### src/rtl/regfile_write_arbiter_pkg.sv
// Shared definitions for the register-file write arbiter and the register file.
// Entry count and widths live here so both sides agree on the file geometry.
package regfile_write_arbiter_pkg;

    localparam int DATA_W_DEF  = 8;
    localparam int ID_W_DEF    = 2;
    localparam int REG_ENTRIES = 2 ** ID_W_DEF;
    localparam int IDX_W       = 3;

    typedef enum logic {
        ST_ARB   = 1'b0,
        ST_SWEEP = 1'b1
    } state_t;

endpackage

### src/rtl/regfile_write_arbiter_rr_pick.sv
// Combinational round-robin picker: first valid index at or after ptr, wrapping at N-1.
// Returns a one-hot grant plus the binary index of the winner.
module regfile_write_arbiter_rr_pick
    import regfile_write_arbiter_pkg::*;
#(
    parameter int N = 3
) (
    input  logic [N-1:0]     valid,
    input  logic [IDX_W-1:0] ptr,
    output logic [N-1:0]     grant,
    output logic [IDX_W-1:0] idx,
    output logic             any
);

    always_comb begin
        int j;
        j     = 0;
        grant = '0;
        idx   = '0;
        any   = 1'b0;
        for (int k = 0; k < N; k++) begin
            // explicit wrap keeps non-power-of-2 requester counts in range
            j = int'(ptr) + k;
            if (j >= N) begin
                j = j - N;
            end
            if (!any && valid[j]) begin
                any      = 1'b1;
                grant[j] = 1'b1;
                idx      = IDX_W'(j);
            end
        end
    end

endmodule

### src/rtl/regfile_write_arbiter.sv
// Write-side controller for the register file: round-robin arbitration of the single
// write port plus a clear sweep; mem_* are registered so they are stable at the file's negedge write.
//
//   state    | meaning
//   ST_ARB   | arbitration active, one accepted write per cycle
//   ST_SWEEP | clear in progress, sc walks every entry writing zero
module regfile_write_arbiter
    import regfile_write_arbiter_pkg::*;
#(
    parameter int NUM_REQ = 3,
    parameter int DATA_W  = DATA_W_DEF,
    parameter int ID_W    = ID_W_DEF
) (
    input  logic                      clk,
    input  logic                      reset,
    input  logic [NUM_REQ-1:0]        req_valid,
    output logic [NUM_REQ-1:0]        req_ready,
    input  logic [NUM_REQ*ID_W-1:0]   req_id,
    input  logic [NUM_REQ*DATA_W-1:0] req_data,
    input  logic                      clear_req,
    output logic                      clear_busy,
    output logic                      mem_hold,
    output logic [ID_W-1:0]           mem_write_id,
    output logic [DATA_W-1:0]         mem_new_data,
    output logic [2:0]                grant_idx
);

    localparam logic [ID_W-1:0] LAST_ID = ID_W'(2 ** ID_W - 1);

    state_t             state_q;
    state_t             state_d;
    logic [ID_W-1:0]    sc_q;
    logic [IDX_W-1:0]   rr_ptr_q;
    logic [IDX_W-1:0]   pick_idx;
    logic [NUM_REQ-1:0] pick_grant;
    logic               pick_any;
    logic               arb_open;
    logic               fire;
    logic               start_sweep;
    logic               sweep_done;
    logic [ID_W-1:0]    sel_id;
    logic [DATA_W-1:0]  sel_data;

    regfile_write_arbiter_rr_pick #(
        .N (NUM_REQ)
    ) u_rr_pick (
        .valid (req_valid),
        .ptr   (rr_ptr_q),
        .grant (pick_grant),
        .idx   (pick_idx),
        .any   (pick_any)
    );

    always_ff @(posedge clk or negedge reset) begin
        if (!reset) begin
            state_q <= ST_ARB;
        end else begin
            state_q <= state_d;
        end
    end

    always_comb begin
        state_d = state_q;
        case (state_q)
            ST_ARB:   if (clear_req) state_d = ST_SWEEP;
            ST_SWEEP: if (sweep_done) state_d = ST_ARB;
            default:  state_d = ST_ARB;
        endcase
    end

    // clear_req wins over arbitration in the cycle it is seen
    always_comb begin
        arb_open    = (state_q == ST_ARB) && !clear_req;
        start_sweep = (state_q == ST_ARB) && clear_req;
        sweep_done  = (sc_q == LAST_ID);
        req_ready   = arb_open ? pick_grant : '0;
        fire        = arb_open && pick_any;
        sel_id      = req_id[int'(pick_idx)*ID_W +: ID_W];
        sel_data    = req_data[int'(pick_idx)*DATA_W +: DATA_W];
    end

    always_ff @(posedge clk or negedge reset) begin
        if (!reset) begin
            mem_hold     <= 1'b1;
            mem_write_id <= '0;
            mem_new_data <= '0;
            clear_busy   <= 1'b0;
            grant_idx    <= '0;
            rr_ptr_q     <= '0;
            sc_q         <= '0;
        end else if (start_sweep) begin
            mem_hold     <= 1'b0;
            mem_write_id <= '0;
            mem_new_data <= '0;
            clear_busy   <= 1'b1;
            sc_q         <= '0;
        end else if (state_q == ST_SWEEP) begin
            if (sweep_done) begin
                mem_hold   <= 1'b1;
                clear_busy <= 1'b0;
            end else begin
                sc_q         <= sc_q + 1'b1;
                mem_write_id <= sc_q + 1'b1;
                mem_new_data <= '0;
                mem_hold     <= 1'b0;
            end
        end else if (fire) begin
            mem_hold     <= 1'b0;
            mem_write_id <= sel_id;
            mem_new_data <= sel_data;
            grant_idx    <= pick_idx;
            rr_ptr_q     <= (pick_idx == IDX_W'(NUM_REQ - 1)) ? '0 : pick_idx + 1'b1;
        end else begin
            mem_hold <= 1'b1;
        end
    end

endmodule

### config.mk
export PLATFORM = sky130hd
export DESIGN_NAME = regfile_write_arbiter
export DESIGN_NICKNAME = d
export VERILOG_FILES = /design/src/rtl/regfile_write_arbiter_pkg.sv /design/src/rtl/regfile_write_arbiter_rr_pick.sv /design/src/rtl/regfile_write_arbiter.sv
export SDC_FILE = /design/constraint.sdc
export NUM_CORES = 1
export LEC_CHECK = 0
export CAP_MARGIN = 25
export CORE_ASPECT_RATIO = 0.5
export CORE_MARGIN = 4
export CORE_UTILIZATION = 35
export CTS_BUF_LIST = sky130_fd_sc_hd__clkbuf_16
export DETAILED_ROUTE_END_ITERATION = 10
export PLACE_DENSITY = 0.66
export SYNTH_ARGS = -nofsm -noshare
export SYNTH_HDL_FRONTEND = slang
export SYNTH_SLANG_ARGS = --single-unit
### constraint.sdc
create_clock -name clk -period 3.57 [get_ports clk]
set_clock_uncertainty 0.2 [all_clocks]
set_input_delay 0.714 -clock clk [delete_from_list [all_inputs] [get_ports clk]]
set_output_delay 0.714 -clock clk [all_outputs]
set_load 0.005 [all_outputs]
==> results of run 1 <==
## cells in the mapped netlist (4+ instances only)
cell | number | area, µm²
buf_4 | 5 | 37.54
o31ai_1 | 12 | 90.09
inv_1 | 8 | 30.03
and4_1 | 10 | 87.58
nor2_1 | 22 | 82.58
o21ai_0 | 5 | 25.02
dfrtp_1 | 20 | 500.5
ha_1 | 14 | 175.2
buf_2 | 4 | 20.02
a21oi_1 | 10 | 50.05
a211oi_1 | 9 | 67.56
nand3_1 | 6 | 30.03
nand2_1 | 23 | 86.33
nor2b_1 | 4 | 25.02
and3_1 | 4 | 25.02
mux2_2 | 4 | 45.04
## where the power goes
part	internal (µW)	switching, µW	leakage [µW]	total [µW]
Clock	150	86.8	0.0000409	237
Sequential	348	86.4	0.000262	434
Combinational	1830	1810	0.00120	3630
## final cells by class
cell class	instances	area (µm²)	share of cell area
Timing Repair Buffer	129	1120	0.3116
Inverter	10	42.54	0.01184
Multi-Input combinational cell	194	1712	0.4763
Clock buffer	3	75.07	0.02089
Sequential cell	21	529.3	0.1473
Clock inverter	1	5.005	0.001393
Tap cell	88	110.1	0.03064
## what timing repair did
action	4_1_cts	5_1_grt
pin swaps	23	9
setup buffers	9	5
gates resized for setup	47	8
gates cloned	0	0
endpoints found under the setup margin	3	3
## worst max-delay path: stages, from the launching register on
cell     delay [ns]
dfrtp_2        0.45
ha_4           0.18
inv_4          0.05
ha_4           0.22
buf_6          0.13
nor4b_4        0.25
buf_4          0.19
a32oi_4        0.08
nor2b_4        0.16
a32oi_2        0.23
nor3_2         0.08
and4_1         0.16
o21a_1         0.17
buf_2          0.12
## flip-flops by register name, indices dropped and copies added, names as in the netlist
name	count
rr_ptr_q	3
grant_idx	3
mem_hold	1
sc_q	2
clear_busy	1
mem_write_id	2
mem_new_data	8
state_q	1
## path summary, 6_finish.rpt
| kind | endpoint | startpoint | cells past startpoint | slack, ns |
|---|---|---|---|---|
| min in group asynchronous | state_q | reset | 2 | 0.64 |
| hold / removal | mem_new_data[0] | mem_new_data[0] | 2 | 0.28 |
| setup reg to reg | mem_write_id[0] | rr_ptr_q[0] | 16 | 0.20 |
| setup / recovery | req_ready[2] | rr_ptr_q[0] | 13 | -0.07 |
| hold reg to reg | mem_new_data[0] | mem_new_data[0] | 2 | 0.28 |
| max in group asynchronous | mem_hold | reset | 2 | 2.31 |
## per-layer routing
layer	part of all wire	vias to the layer above	global-route usage	wire length, µm
met5	0	-	0	0
met2	0.48	57	0.3420	3584
li1	-	1137	-	-
met4	0.014	0	0.04850	108
met3	0.046	13	0.02387	344
met1	0.46	1116	0.2706	3491
## per-stage QoR
stage,area [µm²],TNS [ns],setup slack (ns)
after global routing,3593,-0.4758,-0.1799
after global placement,3194,-1.081,-0.4075
after detailed placement,3194,-1.204,-0.4471
after CTS,3481,-0.1106,-0.07069
after floorplan,2190,0,0.006126
final,3593,-0.1057,-0.07385
## logic make-up (layout without fill, tap and decap cells)
kind of cell	Yosys count	count (layout)	share of synthesized area
simple gates	99	99	0.2761
buf+inv	25	143	0.05785
fa+ha+maj	14	14	0.08018
mux	5	5	0.02692
compound gates	73	73	0.3024
xor+xnor	3	3	0.01547
flops	21	21	0.2411
==> impl_metrics.json, run 1 <==
{
  "synth_edf_count": 0,
  "slew_viol_final": 0,
  "std_cell_rows": 20,
  "hold_ws_ns": 0.2771,
  "dp_hpwl_mm": 5.705,
  "ys.warnings.count": 0,
  "num_antenna_cells": 0,
  "root_buffer": "clkbuf_16",
  "path_max_fanout": 4,
  "grt_pass1_wl_mm": 12.44,
  "fin_ws_ns": -0.07385,
  "finalPower_uw": 4306,
  "core-area_um2": 6056,
  "cts_tree": "done",
  "worst_pin_slew_ns": 0.6086,
  "outcome": "finished, violations left",
  "power_density_nw_per_um2": 1198,
  "required_ns": 2.66,
  "hold_path_class": "flop to flop",
  "rsz0062_at_grt": "true",
  "max_freq_mhz": 274.4,
  "grt_start_max_net_pins": 22,
  "vdd_drop_max_v": 0.0004426,
  "crit_path_start_kind": "flop",
  "initial_core_util": 0.3607,
  "dieHeight_um": 63.87,
  "final_util": 0.5934,
  "ant_nets": 0,
  "final_common_cell": "buf_4",
  "clkLatencyLatePin_ns": 0.25,
  "drt_iter0_markers": 141,
  "antenna_found_initial": 0,
  "io_buffer_count": 53,
  "netlist_instances": 240,
  "arrival_ns": 2.73,
  "finalSetupViolations": 3,
  "drt-pass1-iter-count": 4,
  "drive_above_1_share": 0.4190,
  "syn_area_um2": 2185,
  "wl_per_cell_um": 16.88,
  "dp_cells": 427,
  "ys_seq_area_frac": 0.2411,
  "period_needed_ns": 3.644,
  "grt_pass1_vias": 2515,
  "fin_nets": 409,
  "layout_common_cells": "buf_4 (71), clkdlybuf4s50_1 (49), nand2_1 (22)",
  "path_class": "flop to output pin",
  "numCtsBuffers": 3,
  "vias": 2323,
  "fin_crit_sh": 1.021,
  "slew_headroom": 0.5900,
  "cts.sinks": 21,
  "grtUsageTotal": 0.1998,
  "cp-end-kind": "output pin",
  "drcViolationCount": 0,
  "fillers": 547,
  "ctsLongestPathBuffers": 2,
  "synth_nets": 290,
  "stdcell_count": 446,
  "die_x_um": 119.7,
  "clk_pin_slew_ns": 0.06,
  "drt-vias-per-instance": 5.209,
  "io_pins": 54,
  "cap_violations": 0,
  "gp_congestion": 0.9373,
  "drt_wl_total_mm": 7.528,
  "netlist-cell-type-count": 73,
  "hold_violations": 0,
  "syn_avg_cell_area_um2": 9.102,
  "violations": "setup timing",
  "synthArstFlopShare": 1.000,
  "die-area_um2": 7647,
  "area_delta_synth_final_pct": 64.49,
  "p_leak_uw": 0.001503,
  "htreeDepth": 1,
  "synth-main-ff-cell": "dfrtp_1",
  "ys_ff_latch": 21,
  "overflow": 0,
  "hold_buffers": 0
}
Note: power is estimated with default switching activity, not from simulation.
==> run 2: changes to the inputs <==
CORE_ASPECT_RATIO = default   (was 0.5)
==> impl_metrics.json, run 2 (same netlist as run 1, synthesis figures left out) <==
{
  "r2r_slack_ns": 0.37,
  "area_delta_synth_final_pct": 57.67,
  "worst_pin_slew_ns": 0.6069,
  "dp_hpwl_mm": 5.131,
  "ctsLongestPathBuffers": 2,
  "max_stage_delay_ns": 0.41,
  "num_antenna_cells": 0,
  "p_comb_frac": 0.838,
  "vias": 2225,
  "dp_cells": 411,
  "drt-pass1-iter-count": 4,
  "fin_ws_ns": -0.04503,
  "clk_pin_slew_ns": 0.05,
  "cts.sinks": 21,
  "path_delay_family": "simple AND/OR/NAND/NOR gates",
  "drt_wl_total_mm": 6.647,
  "drt_iter0_markers": 116,
  "core-area_um2": 5991,
  "grt_start_max_net_pins": 22,
  "final_area_um2": 3445,
  "clkLatencyLatePin_ns": 0.25,
  "gp_congestion": 0.8474,
  "fillers": 515,
  "slew_viol_final": 0,
  "io_buffer_count": 53,
  "path_class": "flop to output pin",
  "largest_reg_flops": 8,
  "die_x_um": 87.01,
  "slew_headroom": 0.5940,
  "stdcell_count": 423,
  "max_freq_mhz": 276.6,
  "outcome": "finished, violations left",
  "overflow": 0,
  "hold_path_class": "flop to flop",
  "drt-vias-per-instance": 5.260,
  "htreeDepth": 1,
  "pwr-share-clk": 0.057,
  "wl_per_cell_um": 15.71,
  "final_common_cell": "buf_4",
  "fin_nets": 399,
  "layout_common_cells": "buf_4 (60), clkdlybuf4s50_1 (48), nand2_1 (22)",
  "std_cell_rows": 28,
  "p_seq_frac": 0.105,
  "hold_violations": 0,
  "path_max_fanout": 5,
  "die-area_um2": 7570,
  "vdd_drop_max_v": 0.0005103,
  "power_switching_uw": 1829,
  "root_buffer": "clkbuf_16",
  "top_register": "mem_new_data",
  "whs_endpoint": "mem_new_data[6]",
  "place_area_um2": 3156,
  "hold_buffers": 0,
  "crit_path_start_kind": "flop",
  "drcViolationCount": 0,
  "cp-end-kind": "output pin",
  "r2r_end": "mem_write_id[1]",
  "antenna_found_initial": 0,
  "ant_nets": 0,
  "min_from": "mem_new_data[6]",
  "p_int_uw": 2185,
  "cts_tree": "done",
  "swShare": 0.4556,
  "rr_worst_depth": 12,
  "whs_path_depth": 2,
  "cpMaxStageDelayCell": "nor4b_4",
  "required_ns": 2.66,
  "fin_crit_sh": 1.013,
  "period_needed_ns": 3.615,
  "io_pins": 54,
  "reg_top3": "mem_new_data x8, grant_idx x3, rr_ptr_q x3",
  "cap_violations": 0,
  "path_buf_inv": 4,
  "tns_ns": -0.1210,
  "grt_pass1_wl_mm": 10.81,
  "p_leak_uw": 0.001440,
  "numCtsBuffers": 3,
  "grtUsageTotal": 0.1765,
  "dieHeight_um": 87.01,
  "violations": "setup timing",
  "finalSetupViolations": 3,
  "path_cells": "ha_2 -> inv_2 -> ha_4 -> buf_6 -> nor4b_4 -> a21oi_2 -> and3_4 -> nor3_4 -> buf_6 -> nand3_1 -> a21oi_2 -> buf_2",
  "grt_pass1_vias": 2215,
  "arrival_ns": 2.70,
  "power_density_nw_per_um2": 1165,
  "drive_above_1_share": 0.3793,
  "initial_core_util": 0.3647,
  "rsz0062_at_grt": "true",
  "crit-reg2reg-launch": "rr_ptr_q[1]"
}
run 2: power by group through the flow:
stage	clock network, µW	registers (µW)	logic (µW)
after global routing	246	435	3670
after global placement	0	414	2950
final	229	420	3370
after CTS	234	421	3190
after floorplan	0	423	1860
after detailed placement	0	422	2970
run 2: per-layer routing:
layer	vias to the layer above	part of all wire	routed length, µm	track usage
met2	40	0.51	3408	0.3057
met3	12	0.028	184	0.01987
li1	1119	-	-	-
met1	1054	0.44	2937	0.2335
met4	0	0.018	117	0.04249
met5	-	0	0	0
run 2: what timing repair did:
item / 4_1_cts / 5_1_grt
setup endpoints to repair: 3 / 3
resized for setup: 35 / 10
setup buffers: 5 / 2
pin swaps: 17 / 10
run 2: stage by stage:
step	hold slack [ns]	total power, µW	utilization	setup WS [ns]
floorplan	0.2184	2284	-	0.006126
global placement	0.2613	3362	0.5267	-0.4601
detailed placement	0.2662	3395	0.5267	-0.5075
CTS	0.2787	3844	0.5604	-0.05972
global route	0.3157	4347	0.5750	-0.1668
finish	0.2796	4014	0.5750	-0.04503
run 2: how the worst max path moves through the flow:
stage                             from      endpoint  slack [ns]  cells past startpoint
final                      rr_ptr_q[1]  req_ready[0]       -0.05                     12
after global routing       rr_ptr_q[0]  req_ready[1]       -0.17                     15
after CTS                  rr_ptr_q[1]  req_ready[2]       -0.06                     12
after detailed placement  req_valid[1]  req_ready[2]       -0.51                      9
after global placement    req_valid[1]  req_ready[2]       -0.46                      9
after floorplan            rr_ptr_q[0]  req_ready[2]       0.006                     16
run 2: layout make-up:
type | instances | area, µm² | area share
inverters | 10 | 37.54 | 0.01090
well taps | 75 | 93.84 | 0.02724
flip-flops and latches | 21 | 526.8 | 0.1529
clock buffers | 3 | 75.07 | 0.02179
repair buffers | 119 | 1035 | 0.3004
multi-input cells | 194 | 1673 | 0.4857
clock inverters | 1 | 3.754 | 0.001090
run 2: worst register-to-register path, stage by stage, from the launching register on:
cell and delay, ns:
dfrtp_1 0.40, ha_2 0.19, inv_2 0.07, ha_4 0.22, or2_4 0.26, a32oi_4 0.30
buf_4 0.17, nor3b_2 0.19, nand3_1 0.34, nand3_1 0.20, buf_4 0.20, a211oi_1 0.09
o311ai_1 0.27
==> run 3: changes to the inputs <==
PLACE_DENSITY = 0.68   (was 0.66)
SYNTH_HIERARCHICAL = 1   (was default)
==> impl_metrics.json, run 3 <==
{
  "outcome": "finished, violations left",
  "violations": "setup timing",
  "die_x_um": 81.67,
  "final_area_um2": 2939,
  "clk_pin_slew_ns": 0.06,
  "netlist-cell-type-count": 53,
  "fin_crit_sh": 1.091,
  "clkLatencyLatePin_ns": 0.25,
  "fin_ws_ns": -0.3263,
  "grtUsageTotal": 0.1654,
  "syn_area_um2": 1899,
  "syn_avg_cell_area_um2": 8.917,
  "vdd_drop_max_v": 0.0004130,
  "antenna_found_initial": 0,
  "io_buffer_count": 53,
  "gp_congestion": 0.8599,
  "ys_seq_area_frac": 0.2773,
  "fin_nets": 342,
  "drive_above_1_share": 0.2610,
  "period_needed_ns": 3.896,
  "slew_viol_final": 0,
  "multi_input_area_um2": 1328,
  "dp_cells": 356,
  "num_antenna_cells": 0,
  "slew_headroom": 0.3695,
  "drt-pass1-iter-count": 4,
  "final_common_cell": "clkdlybuf4s50_1",
  "drcViolationCount": 0,
  "synth_top_area_frac": 0.2635,
  "synth.most_common_cell": "dfrtp_1",
  "area_delta_synth_final_pct": 54.74,
  "max_freq_mhz": 256.7,
  "crit_path_start_kind": "flop",
  "cts.sinks": 21,
  "finalSetupViolations": 3,
  "drt_wl_total_mm": 5.214,
  "path_class": "flop to output pin",
  "overflow": 0,
  "largest_reg_flops": 8,
  "synth_common_cells": "dfrtp_1 (20), nand2_1 (18), o21ai_0 (17)",
  "rr_worst_depth": 14,
  "required_ns": 2.66,
  "top_register": "mem_new_data",
  "io_pins": 54,
  "whs_path_depth": 2,
  "p_leak_uw": 0.001264,
  "rsz0062_at_grt": "true",
  "arrival_ns": 2.98,
  "initial_core_util": 0.3672,
  "root_buffer": "clkbuf_16",
  "synth-main-ff-cell": "dfrtp_1",
  "seqCellArea_um2": 529.3,
  "htreeDepth": 1,
  "layout_common_cells": "clkdlybuf4s50_1 (50), buf_4 (37), nand2_1 (18), dfrtp_1 (18)",
  "dp_slack_ns": -0.4787,
  "place_area_um2": 2733,
  "cts_tree": "done",
  "grt_start_max_net_pins": 22,
  "netlist_instances": 213,
  "dp_hpwl_mm": 3.943,
  "ant_nets": 0,
  "grt_pass1_wl_mm": 8.694,
  "synthArstFlopShare": 1.000,
  "std_cell_rows": 26,
  "cap_violations": 0,
  "ctsLongestPathBuffers": 2,
  "synth.area.top_cells": "dfrtp_1 (26%), mux2i_1 (7.9%), ha_1 (6.6%)",
  "die-area_um2": 6669,
  "ys_ff_latch": 21,
  "stdcell_count": 365,
  "vias": 1927,
  "ys.warnings.count": 6,
  "yosys.area.top_type": "dfrtp_1",
  "reg_top3": "mem_new_data x8, grant_idx x3, rr_ptr_q x3",
  "synth_nets": 259,
  "drt_iter0_markers": 56,
  "fillers": 457,
  "cp-end-kind": "output pin",
  "grt_pass1_vias": 1836,
  "hold_buffers": 0,
  "numCtsBuffers": 3,
  "dieHeight_um": 81.67,
  "worst_pin_slew_ns": 0.9428,
  "synth_edf_count": 0,
  "wl_per_cell_um": 14.28,
  "hold_path_class": "flop to flop",
  "path_max_fanout": 3,
  "power_density_nw_per_um2": 1109,
  "drt-vias-per-instance": 5.279,
  "hold_violations": 0,
  "core-area_um2": 5172
}
run 3: cell types whose count changed in the layout (fill, tap and decap cells not counted), moves of 9 or more:
cell / previous run / this run
and4_1: 10 / 0
o31ai_1: 12 / 0
buf_4: 60 / 37
nand3b_1: 2 / 11
mux2i_1: 0 / 15
o21ai_0: 4 / 15
run 3: cell families (layout without fill, tap and decap cells):
kind of cell,count (synthesis),in the layout,synth area share
adders and majority gates,10,10,0.06588
and+or+nand+nor,81,81,0.2589
DFF,21,21,0.2773
buffers and inverters,23,105,0.06719
xor gates and xnor gates,4,4,0.01845
muxes,19,19,0.1028
AOI/OAI and AO/OA,55,55,0.2095
run 3: final timing paths:
check / startpoint / endpoint / slack [ns]
hold / removal: grant_idx[0] / grant_idx[0] / 0.28
hold reg to reg: grant_idx[0] / grant_idx[0] / 0.28
max in group asynchronous: reset / rr_ptr_q[0] / 1.75
setup reg to reg: rr_ptr_q[0] / mem_write_id[0] / 0.05
setup / recovery: rr_ptr_q[0] / req_ready[1] / -0.33
min in group asynchronous: reset / grant_idx[0] / 0.79
run 3: cell type report:
cell class                      instances  area share
Clock buffer                            3     0.02554
Tap cell                               70     0.02980
Clock inverter                          1    0.001703
Timing Repair Buffer                   95      0.2993
Multi-Input combinational cell        169      0.4517
Inverter                                6     0.01192
Sequential cell                        21      0.1801
run 3: metal layers:
metal  wire length [µm]  up-vias  track usage  part of all wire
met5                  0        -            0                 0
met4                 94        0      0.03322             0.018
met3                409       12      0.04715             0.078
met2               2357       67       0.2761              0.45
met1               2353      894       0.2136              0.45
li1                   -      954            -                 -
run 3: worst max-delay path, stage by stage (launching register included):
cell and delay [ns]:
dfrtp_2 0.45, ha_4 0.18, inv_2 0.06, ha_4 0.19
or4b_4 0.50, and3_4 0.17, a221o_1 0.32, or4_1 0.55
nand3_1 0.11, and2_1 0.11, buf_2 0.10
run 3: what timing repair did:
item	CTS	global route
gates resized for setup	24	6
buffers inserted	3	1
endpoints found under the setup margin	3	16
cloned	1	0
pin swaps	9	3
run 3: power breakdown:
| part | total (µW) | internal, µW | switching, µW |
|---|---|---|---|
| Clock | 235 | 150 | 84.8 |
| Combinational | 2590 | 1380 | 1210 |
| Sequential | 432 | 344 | 87.4 |
| Total | 3260 | 1880 | 1380 |
run 3: through the flow:
step | hold slack, ns | utilization | power, µW | TNS (ns)
global route | 0.3102 | 0.5682 | 3562 | -1.936
finish | 0.2824 | 0.5682 | 3259 | -0.7269
detailed placement | 0.2722 | 0.5283 | 2751 | -1.281
global placement | 0.2744 | 0.5283 | 2716 | -1.188
CTS | 0.2916 | 0.5597 | 3156 | -0.6442
floorplan | 0.2184 | - | 1955 | -0.1318
